### src/rtl/axi_lite_pkg.sv
// rtl/axi_lite_pkg.sv - shared AXI-Lite response codes and master FSM states
package axi_lite_pkg;

  typedef enum logic [1:0] {
    OKAY   = 2'b00,
    EXOKAY = 2'b01,
    SLVERR = 2'b10,
    DECERR = 2'b11
  } resp_e;

  typedef enum logic [2:0] {
    IDLE    = 3'd0,
    WR_REQ  = 3'd1,
    WR_RESP = 3'd2,
    RD_REQ  = 3'd3,
    RD_DATA = 3'd4,
    RSP     = 3'd5
  } axi_master_state_e;

endpackage

### src/rtl/axi_lite_master.sv
// rtl/axi_lite_master.sv - single-outstanding AXI4-Lite initiator with watchdog abort
module axi_lite_master
  import axi_lite_pkg::*;
#(
  parameter int ADDR_W      = 4,
  parameter int DATA_W      = 32,
  parameter int TIMEOUT_CYC = 256
) (
  input  logic              ACLK,
  input  logic              ARESET,
  input  logic              cmd_valid,
  output logic              cmd_ready,
  input  logic              cmd_write,
  input  logic [ADDR_W-1:0] cmd_addr,
  input  logic [DATA_W-1:0] cmd_wdata,
  output logic              rsp_valid,
  input  logic              rsp_ready,
  output logic [DATA_W-1:0] rsp_rdata,
  output logic [1:0]        rsp_resp,
  output logic              rsp_timeout,
  output logic [ADDR_W-1:0] AWADDR,
  output logic              AWVALID,
  input  logic              AWREADY,
  output logic [DATA_W-1:0] WDATA,
  output logic              WVALID,
  input  logic              WREADY,
  input  logic [1:0]        BRESP,
  input  logic              BVALID,
  output logic              BREADY,
  output logic [ADDR_W-1:0] ARADDR,
  output logic              ARVALID,
  input  logic              ARREADY,
  input  logic [DATA_W-1:0] RDATA,
  input  logic [1:0]        RRESP,
  input  logic              RVALID,
  output logic              RREADY
);

  // Width 1 keeps the counter legal when the watchdog is disabled.
  localparam int WD_W = (TIMEOUT_CYC > 0) ? $clog2(TIMEOUT_CYC + 1) : 1;
  localparam logic [WD_W-1:0] WD_LAST = (TIMEOUT_CYC > 0) ? WD_W'(TIMEOUT_CYC - 1) : '0;

  axi_master_state_e state, state_next;
  logic              aw_done, w_done, aw_done_next, w_done_next;
  logic              cmd_ready_q;
  logic [WD_W-1:0]   wd_cnt;
  logic              wd_hit, busy;
  logic              accept, b_fire, r_fire, abort;
  logic [ADDR_W-1:0] addr_q;
  logic [DATA_W-1:0] wdata_q, rdata_q;
  logic [1:0]        resp_q;
  logic              timeout_q;

  assign busy   = (state == WR_REQ) || (state == WR_RESP) || (state == RD_REQ) || (state == RD_DATA);
  assign wd_hit = (TIMEOUT_CYC != 0) && (wd_cnt >= WD_LAST);

  assign cmd_ready   = cmd_ready_q;
  assign AWADDR      = addr_q;
  assign ARADDR      = addr_q;
  assign WDATA       = wdata_q;
  assign rsp_rdata   = rdata_q;
  assign rsp_resp    = resp_q;
  assign rsp_timeout = timeout_q;

  // State register, per-channel done flags, registered cmd_ready and watchdog counter.
  always_ff @(posedge ACLK) begin
    if (ARESET) begin
      state       <= IDLE;
      aw_done     <= 1'b0;
      w_done      <= 1'b0;
      cmd_ready_q <= 1'b0;
      wd_cnt      <= '0;
    end else begin
      state       <= state_next;
      aw_done     <= aw_done_next;
      w_done      <= w_done_next;
      cmd_ready_q <= (state_next == IDLE);
      if (accept)
        wd_cnt <= '0;
      else if (busy && (wd_cnt != WD_LAST))
        wd_cnt <= wd_cnt + WD_W'(1);
    end
  end

  // Next state and state-decoded handshake outputs; completing a handshake beats the watchdog.
  always_comb begin
    state_next   = state;
    aw_done_next = aw_done;
    w_done_next  = w_done;
    accept       = 1'b0;
    b_fire       = 1'b0;
    r_fire       = 1'b0;
    abort        = 1'b0;
    AWVALID      = 1'b0;
    WVALID       = 1'b0;
    BREADY       = 1'b0;
    ARVALID      = 1'b0;
    RREADY       = 1'b0;
    rsp_valid    = 1'b0;
    case (state)
      IDLE: begin
        if (cmd_valid && cmd_ready_q) begin
          accept       = 1'b1;
          aw_done_next = 1'b0;
          w_done_next  = 1'b0;
          state_next   = cmd_write ? WR_REQ : RD_REQ;
        end
      end
      WR_REQ: begin
        AWVALID = !aw_done;
        WVALID  = !w_done;
        if (!aw_done && AWREADY) aw_done_next = 1'b1;
        if (!w_done && WREADY)   w_done_next  = 1'b1;
        if (aw_done_next && w_done_next) begin
          state_next = WR_RESP;
        end else if (wd_hit) begin
          abort      = 1'b1;
          state_next = RSP;
        end
      end
      WR_RESP: begin
        BREADY = 1'b1;
        if (BVALID) begin
          b_fire     = 1'b1;
          state_next = RSP;
        end else if (wd_hit) begin
          abort      = 1'b1;
          state_next = RSP;
        end
      end
      RD_REQ: begin
        ARVALID = 1'b1;
        if (ARREADY) begin
          state_next = RD_DATA;
        end else if (wd_hit) begin
          abort      = 1'b1;
          state_next = RSP;
        end
      end
      RD_DATA: begin
        RREADY = 1'b1;
        if (RVALID) begin
          r_fire     = 1'b1;
          state_next = RSP;
        end else if (wd_hit) begin
          abort      = 1'b1;
          state_next = RSP;
        end
      end
      RSP: begin
        rsp_valid = 1'b1;
        if (rsp_ready) state_next = IDLE;
      end
      default: state_next = IDLE;
    endcase
  end

  // Command capture and response registers; held steady while the response waits.
  always_ff @(posedge ACLK) begin
    if (ARESET) begin
      addr_q    <= '0;
      wdata_q   <= '0;
      rdata_q   <= '0;
      resp_q    <= '0;
      timeout_q <= 1'b0;
    end else begin
      if (accept) begin
        addr_q    <= cmd_addr;
        wdata_q   <= cmd_wdata;
        rdata_q   <= '0;
        resp_q    <= OKAY;
        timeout_q <= 1'b0;
      end
      if (b_fire) begin
        rdata_q <= '0;
        resp_q  <= BRESP;
      end
      if (r_fire) begin
        rdata_q <= RDATA;
        resp_q  <= RRESP;
      end
      if (abort) begin
        rdata_q   <= '0;
        resp_q    <= SLVERR;
        timeout_q <= 1'b1;
      end
    end
  end

endmodule

### config.mk
export PLATFORM = sky130hd
export DESIGN_NAME = axi_lite_master
export DESIGN_NICKNAME = d
export VERILOG_FILES = /design/src/rtl/axi_lite_pkg.sv /design/src/rtl/axi_lite_master.sv
export SDC_FILE = /design/constraint.sdc
export NUM_CORES = 1
export LEC_CHECK = 0
export CORE_MARGIN = 3
export CORE_UTILIZATION = 44
export DETAILED_ROUTE_END_ITERATION = 10
export GPL_TIMING_DRIVEN = 0
export PLACE_DENSITY = 0.86
export SLEW_MARGIN = 20
export SYNTH_ARGS = -nofsm -noshare
export SYNTH_HDL_FRONTEND = slang
export SYNTH_SLANG_ARGS = --single-unit
### constraint.sdc
create_clock -name ACLK -period 2.95 [get_ports ACLK]
set_input_delay 0.59 -clock ACLK [delete_from_list [all_inputs] [get_ports ACLK]]
set_output_delay 0.59 -clock ACLK [all_outputs]
set_load 0.02 [all_outputs]
# Yosys cells after proc, flatten, opt, wreduce, memory -nomap -nowiden
# Cells that the tools add are included.
dict set report classes {
  mux 43
  n_addsub 1
  n_lt_le_gt_ge 1
  reduce_logical 19
  n_eq_ne 7
}
# operator count
set ops {}
lappend ops {{32-bit two-way mux} 3}
lappend ops {{1-bit two-way mux} 24}
lappend ops {{3-bit two-way mux} 7}
lappend ops {{3-bit one-hot mux with 6 select lines} 1}
lappend ops {{2-bit two-way mux} 5}
lappend ops {{9-bit by 1-bit adder with 9-bit output (second input constant)} 1}
lappend ops {{9-bit by 8-bit greater-or-equal comparator with 1-bit output (second input constant)} 1}
lappend ops {{9-bit by 8-bit inequality test with 1-bit output (second input constant)} 1}
lappend ops {{3-bit by 2-bit equality test with 1-bit output (second input constant)} 2}
lappend ops {{3-bit equality test (second input constant)} 2}
lappend ops {{3-bit logical NOT} 2}
lappend ops {{1-bit logical AND} 5}
lappend ops {{1-bit one-hot mux with 2 select lines} 2}
lappend ops {{1-bit one-hot mux with 4 select lines} 1}
lappend ops {{2-bit nonzero test} 2}
lappend ops {{4-bit nonzero test} 1}
lappend ops {{2-bit OR reduction} 2}
lappend ops {{3-bit by 1-bit equality test with 1-bit output (second input constant)} 1}
lappend ops {{1-bit logical OR} 3}
lappend ops {{3-bit nonzero test} 1}
lappend ops {{1-bit logical NOT} 2}
lappend ops {{2-bit inequality test (second input constant)} 1}
lappend ops {{2-bit AND reduction} 1}
dict set report totals {
  input_bits 82
  out_inout_bits 82
  ff_bits 86
  wordCells 82
}

# Depth between registers and ports, before layout
# Gate-level depths: netlist (run 1).
dict set report logic_depth {
  ltp_word 8
  ltp_mapped 11
}

# Worst setup path after synthesis (run 1)
# Ideal clock, no wire load.
dict set report synth_timing {
  path_type {flip-flop to flip-flop}
  startpoint {reg wd_cnt[0]}
  endpoint {reg rdata_q[10], in the netlist rsp_rdata[10]}
  synth_period_minus_slack_ns 1.820
  setup_ns 0.065
  t_arrival_ns 1.755
  path_buffers 2
  stages_incl_launch_ff 12
  setup_slack_ns 1.130
  path_cell_list {dfxtp_1 > ha_1 > nand3_1 > nor2_1 > ha_1 > nor2_1 > o31a_1 > a21oi_2 > or2_1 > buf_2 > buf_6 > nor2_1}
}
dict set report synth_between {
  elab_chain_cells 5
}
# element line
set synth_rtl {}
lappend synth_rtl {{start: declaration} axi_lite_master.sv:46} ;# logic [WD_W-1:0] wd_cnt;
lappend synth_rtl {{start signal: assignment} axi_lite_master.sv:81} ;# wd_cnt <= wd_cnt + WD_W'(1);
lappend synth_rtl {{9-bit by 8-bit greater-or-equal comparator with 1-bit output (*)} axi_lite_master.sv:55} ;# assign wd_hit = (TIMEOUT_CYC != 0) && (wd_cnt >= WD_LAST);
lappend synth_rtl {{1-bit two-way mux (*)} -}
lappend synth_rtl {{1-bit two-way mux (on tied branches)} -}
lappend synth_rtl {{1-bit one-hot mux with 4 select lines (*)} axi_lite_master.sv:100} ;# case (state)
lappend synth_rtl {{2-bit OR reduction (no source line) (*)} -}
lappend synth_rtl {{end signal: assignment} axi_lite_master.sv:163} ;# rdata_q <= '0;
lappend synth_rtl {{end signal: assignment} axi_lite_master.sv:170} ;# rdata_q <= '0;
lappend synth_rtl {{end signal: assignment} axi_lite_master.sv:175} ;# rdata_q <= '0;
lappend synth_rtl {{end: declaration} axi_lite_master.sv:50} ;# logic [DATA_W-1:0] wdata_q, rdata_q;
# Mark *: on every way between the ends. The rest lies on a longest branch, timed or not.
# A chain may end at the register's enable or synchronous reset.

# Worst setup path in the final report (run 1)
dict set report layout_timing {
  startpoint {reg state[2]}
  endpoint {out WVALID}
}
dict set report layout_between {
  elab_chain_cells 2
}
# element line
set layout_rtl {}
lappend layout_rtl {{start: declaration} axi_lite_master.sv:43} ;# axi_master_state_e state, state_next;
lappend layout_rtl {{start signal: assignment} axi_lite_master.sv:74} ;# state <= state_next;
lappend layout_rtl {{3-bit by 1-bit equality test with 1-bit output} axi_lite_master.sv:100}
lappend layout_rtl {{1-bit two-way mux} axi_lite_master.sv:100}
lappend layout_rtl {{end: declaration} axi_lite_master.sv:25} ;# output logic WVALID,
# Every way passes these cells.

==> flow_summary.toml, run 1 <==
[logic_synthesis]
synth_cells = 392
ys_types = 40
synth.most_common_cell = "dfxtp_1"
synth_commonest_cells = "dfxtp_1, nand2_1, nor2_1"
ys_async_sr_fraction = 0
synth.avg_cell_area_um2 = 8.60
synth_top_area_share = 0.511
synthFlopType = "dfxtp_1"
synth_top_area_cell = "dfxtp_1"
syn_nets = 476
synth_seq_cells = 86
yosysWarningCount = 0
synth_edf_count = 0
synthTopCellsByArea = "dfxtp_1, nand2_1, a22oi_1"
netlist_area_mm2 = 0.00337
seq_area_frac_synth = 0.511

[clocking]
cts_tree = "built"
path_clk_slew_ns = 0.09
cts_hold_buffers = 0
clock_sinks = 86
clkLatencyLatePin_ns = 0.34
postCtsSetupBuffers = 0
cts_buffers = 9
cts_resized = 0
htree_levels = 3
cts.path.max_buffers = 2
clockRootBuffer = "clkbuf_8"

[power]
p_per_area_mw_per_mm2 = 486
ir_worst_vdd_uv = 305
p_leak_nw = 1.89
total_power_mw = 2.57

[floorplan]
io_pins = 164
initial_core_util = 0.460
core_mm2 = 0.00733
num_rows = 31
die_y_um = 93.5
die_w_um = 93.5
die_area_mm2 = 0.00875

[placement]
place_ws_ns = 0.666
io_buffer_count = 162
gp_congestion = 0.795
dp_hpwl_um = 7460

[worst_setup_path]
required_ns = 2.36
reg2reg_depth = 11
reg2reg_to = "rsp_rdata[12]$_SDFFE_PP0P_"
critPathLaunchType = "flop"
cp.arrival_ns = 1.99
r2r_setup_slack_ns = 0.86
endpoint_kind = "primary output"
startpoint = "state[2]$_SDFF_PP0_"
worstPathMaxFanout = 10
worstSetupPathType = "reg2out"
worstReg2RegStart = "wd_cnt[0]$_SDFFE_PP0P_"

[drt]
via_per_inst = 5.07
dr.pass1.iters = 4
drt_iter0_markers = 104
drtAntennaViolNets = 0
wirelength_um = 9630
drc = 0
routed-via-count = 3390
wire_per_inst_um = 14.4

[sta]
holdWs_ns = 0.457
period_share = 0.876
hold_viol_final = 0
relSlewSlack = 0.679
slew_violations = 0
period_minus_slack_ns = 2.58
max_freq_mhz = 387
tightest_slew_ns = 0.481
setup_violations = 0
fin_setup_tns_ns = 0
layout_setup_ws_ns = 0.366
rsz0062_at_grt = "no"
skew_ns = 0.0162

[cells_and_area]
antenna_cells = 0
n_fill_cell = 578
fin_nets = 649
area_delta_synth_final_pct = 56.9
drive_gt1_frac = 0.0737
register_area_mm2 = 0.00172
multi_input_area_mm2 = 0.00141

[worst_hold_path]
holdPathStages = 2
min_to = "WDATA[6]$_SDFFE_PP0P_"
hold_class = "reg2reg"
hp-start = "WDATA[6]$_SDFFE_PP0P_"

[grt]
grt_pass1_wl_um = 15400
grt_pass1_vias = 3470
antenna_found_initial = 0
grt_use_total = 0.218
grt_overflow = 0
grt_max_degree = 16

[flow_run]
maxCapViolCount = 0

[run_status]
status = "complete, no violations"
## worst max-delay path, cell delays in order (launching register included)
cell and delay (ns):
dfxtp_1 0.30, buf_4 0.16, nor2b_1 0.30, nand2b_1 0.16, nor2_1 0.11, clkdlybuf4s50_1 0.63
## worst max-delay path by stage
stage	to	slack (ns)	cells after the start
after floorplan	rsp_rdata[10]$_SDFFE_PP0P_	1.13	11
after global placement	rsp_rdata[15]$_SDFFE_PP0P_	0.67	8
after detailed placement	rsp_rdata[21]$_SDFFE_PP0P_	0.67	8
after CTS	WVALID	0.35	5
after global routing	WVALID	0.27	5
final	WVALID	0.37	5
## per-stage QoR
step / instances / instance area, um2 / util
6_report: 669 / 5290 / 0.722
5_1_grt: 669 / 5290 / 0.722
4_1_cts: 669 / 5290 / 0.722
3_5_place_dp: 653 / 5120 / 0.698
3_3_place_gp: 653 / 5120 / 0.698
2_1_floorplan: 392 / 3370 / -
## state kept, by name (all words and copies together), names as in the netlist
name,flops
rsp_timeout,1
aw_done,1
ARADDR,4
w_done,1
cmd_ready,1
wd_cnt,9
WDATA,32
rsp_resp,2
rsp_rdata,32
state,3
## power breakdown
| group | switching (mW) | internal, mW |
|---|---|---|
| clock network | 0.422 | 0.311 |
| logic | 0.296 | 0.292 |
| registers | 0.0335 | 1.22 |
| total | 0.752 | 1.82 |
## layout by cell type, fill, tap and decap left out, drive strengths merged, types with 4 or more instances in the layout
master | Yosys | layout
nand2 | 80 | 80
clkdlybuf4s50 | 0 | 162
a22oi | 34 | 34
buf | 21 | 21
clkbuf | 12 | 22
nor3 | 5 | 5
nor2 | 53 | 53
xnor2 | 5 | 5
a211oi | 4 | 4
dfxtp | 86 | 86
inv | 6 | 7
nor3b | 4 | 4
a21oi | 44 | 44
## per-layer routing
layer  share of wire  vias to the layer above  GRT usage
met5               0                        -          0
li1                -                     1673          -
met3            0.11                       18     0.0909
met1            0.39                     1558      0.240
met2            0.48                      141      0.374
met4           0.020                        0     0.0818
## cell families after synthesis
kind of cell,synth area share
buffers and inverters,0.0701
DFF,0.511
adders and majority gates,0.00742
and+or+nand+nor,0.215
xor gates and xnor gates,0.0208
AOI/OAI and AO/OA,0.176
## cell type report
type                            count  share of cell area
Tap cell                           99              0.0234
Timing Repair Buffer              162               0.306
Clock inverter                      6             0.00875
Sequential cell                    86               0.325
Clock buffer                       10              0.0241
Inverter                            6             0.00426
Multi-Input combinational cell    267               0.267
Buffer                             33              0.0404
No activity file was read; power rests on OpenSTA's default activity.
==> run 2, diff against run 1 <==
- CORE_MARGIN: 3 -> 1.5
==> run 2 against run 1 <==
  * Register-to-register slack got worse by 0.04 ns
  * Utilization rose by 0.24 points
  * Cell count did not move
  * Fmax fell by 0.46%
  * Clock skew fell by 0.0074 ns
  * Largest cell class unchanged
  * Flip-flop and latch count did not move
==> flow_summary.toml, run 2 (synthesis gave the netlist of run 1 again) <==
[run_status]
status = "complete, no violations"

[floorplan]
die_area_mm2 = 0.00820
die_w_um = 90.5
core_mm2 = 0.00733
num_rows = 31
initial_core_util = 0.460
die_y_um = 90.5
io_pins = 164

[clocking]
clkLatencyLatePin_ns = 0.35
cts.path.max_buffers = 2
cts_tree = "built"
clockRootBuffer = "clkbuf_8"
postCtsSetupBuffers = 0
clock_sinks = 86
cts_resized = 0
cts_hold_buffers = 0
htree_levels = 3
cts_buffers = 9
path_clk_slew_ns = 0.09

[placement]
dp_hpwl_um = 6960
gp_congestion = 0.872
io_buffer_count = 162

[sta]
setup_violations = 0
max_freq_mhz = 385
slew_violations = 0
relSlewSlack = 0.582
period_share = 0.880
fin_setup_tns_ns = 0
tightest_slew_ns = 0.627
hold_viol_final = 0
skew_ns = 0.00882
holdWs_ns = 0.458
rsz0062_at_grt = "no"
period_minus_slack_ns = 2.60

[grt]
grt_use_total = 0.224
antenna_found_initial = 0
grt_max_degree = 15
grt_pass1_wl_um = 14700
grt_pass1_vias = 3130
grt_overflow = 0

[cells_and_area]
area_delta_synth_final_pct = 57.4
antenna_cells = 0
utilization = 0.724
fin_nets = 649
drive_gt1_frac = 0.0719
final_cell_mix = "clkdlybuf4s50_1, dfxtp_1, nand2_1"
layout_commonest_cell = "clkdlybuf4s50_1"

[worst_setup_path]
cp.buffers_inverters = 2
critPathLaunchType = "flop"
required_ns = 2.36
crit_chain = "buf_4, nor2b_1, nand2b_1, nor2_1, clkdlybuf4s50_1"
worstSetupPathType = "reg2out"
cp_slowest_cell = "clkdlybuf4s50_1"
worstPathMaxFanout = 10
cpLargestDelayFamily = "buffers and inverters"
cp.arrival_ns = 2.01
slowest_delay_ns = 0.62
endpoint_kind = "primary output"

[drt]
wire_per_inst_um = 13.8
drt_iter0_markers = 122
drtAntennaViolNets = 0
drc = 0
via_per_inst = 4.97
routed-via-count = 3324
dr.pass1.iters = 4
wirelength_um = 9210

[power]
pwr-share-comb = 0.222
p_leak_nw = 1.89
swShare = 0.281
clockPowerShare = 0.305
p_int_mw = 1.90
p_per_area_mw_per_mm2 = 498
ir_worst_vdd_uv = 341
seqPwrFrac = 0.473
power_switching_uw = 745

[worst_hold_path]
hold_class = "reg2reg"

[flow_run]
maxCapViolCount = 0
run 2: cell types whose count changed in the layout (fill, tap and decap cells not counted), sizes merged:
| cell | change |
|---|---|
| clkbuf | +1 |
| clkinv | -3 |
| bufinv | +1 |
| inv | -1 |
| clkinvlp | +2 |
run 2: power by group through the flow:
stage          registers, mW  logic (mW)  clock network (mW)
2_1_floorplan           1.33       0.248                   0
3_3_place_gp            1.27       0.576                   0
3_5_place_dp            1.28       0.586                   0
4_1_cts                 1.25       0.591               0.828
5_1_grt                 1.26       0.633               0.871
6_report                1.25       0.588               0.808
run 2: worst register-to-register path: stages (launching register included):
cell and delay [ns]:
dfxtp_1 0.34, ha_1 0.25, nand3_1 0.10, nor2_1 0.04, ha_1 0.22, nor2_1 0.09, o31a_1 0.26, a21oi_2 0.09
or2_1 0.22, buf_2 0.17, buf_6 0.15, nor2_1 0.14
run 2: path summary, 6_finish.rpt:
path | slack [ns] | from | cells after the start | endpoint
min | 0.46 | WDATA[24]$_SDFFE_PP0P_ | 2 | WDATA[24]$_SDFFE_PP0P_
max reg2reg | 0.82 | wd_cnt[0]$_SDFFE_PP0P_ | 11 | rsp_rdata[14]$_SDFFE_PP0P_
min reg2reg | 0.46 | WDATA[24]$_SDFFE_PP0P_ | 2 | WDATA[24]$_SDFFE_PP0P_
max | 0.35 | state[2]$_SDFF_PP0_ | 5 | WVALID
run 2: through the flow:
step / instances / instance area [um2] / worst slack, ns / total power, mW
floorplan: 392 / 3370 / 1.13 / 1.58
global placement: 653 / 5120 / 0.637 / 1.85
detailed placement: 653 / 5120 / 0.616 / 1.86
CTS: 669 / 5310 / 0.352 / 2.67
global route: 669 / 5310 / 0.261 / 2.76
finish: 669 / 5310 / 0.354 / 2.65
run 2: cell type report:
type | count | area [um2]
plain buffers | 33 | 214
clock buffers | 11 | 131
clock inverters | 5 | 60.1
fillers | 558 | 2020
inverters | 6 | 22.5
multi-input cells | 267 | 1410
flip-flops and latches | 86 | 1720
well taps | 99 | 124
repair buffers | 162 | 1620
run 2: routing by layer:
| metal | vias to the layer above | wire [um] | global-route usage |
|---|---|---|---|
| met5 | - | 0 | 0 |
| li1 | 1664 | - | - |
| met4 | 0 | 176 | 0.102 |
| met2 | 128 | 4410 | 0.378 |
| met1 | 1517 | 3840 | 0.254 |
| met3 | 15 | 783 | 0.0766 |
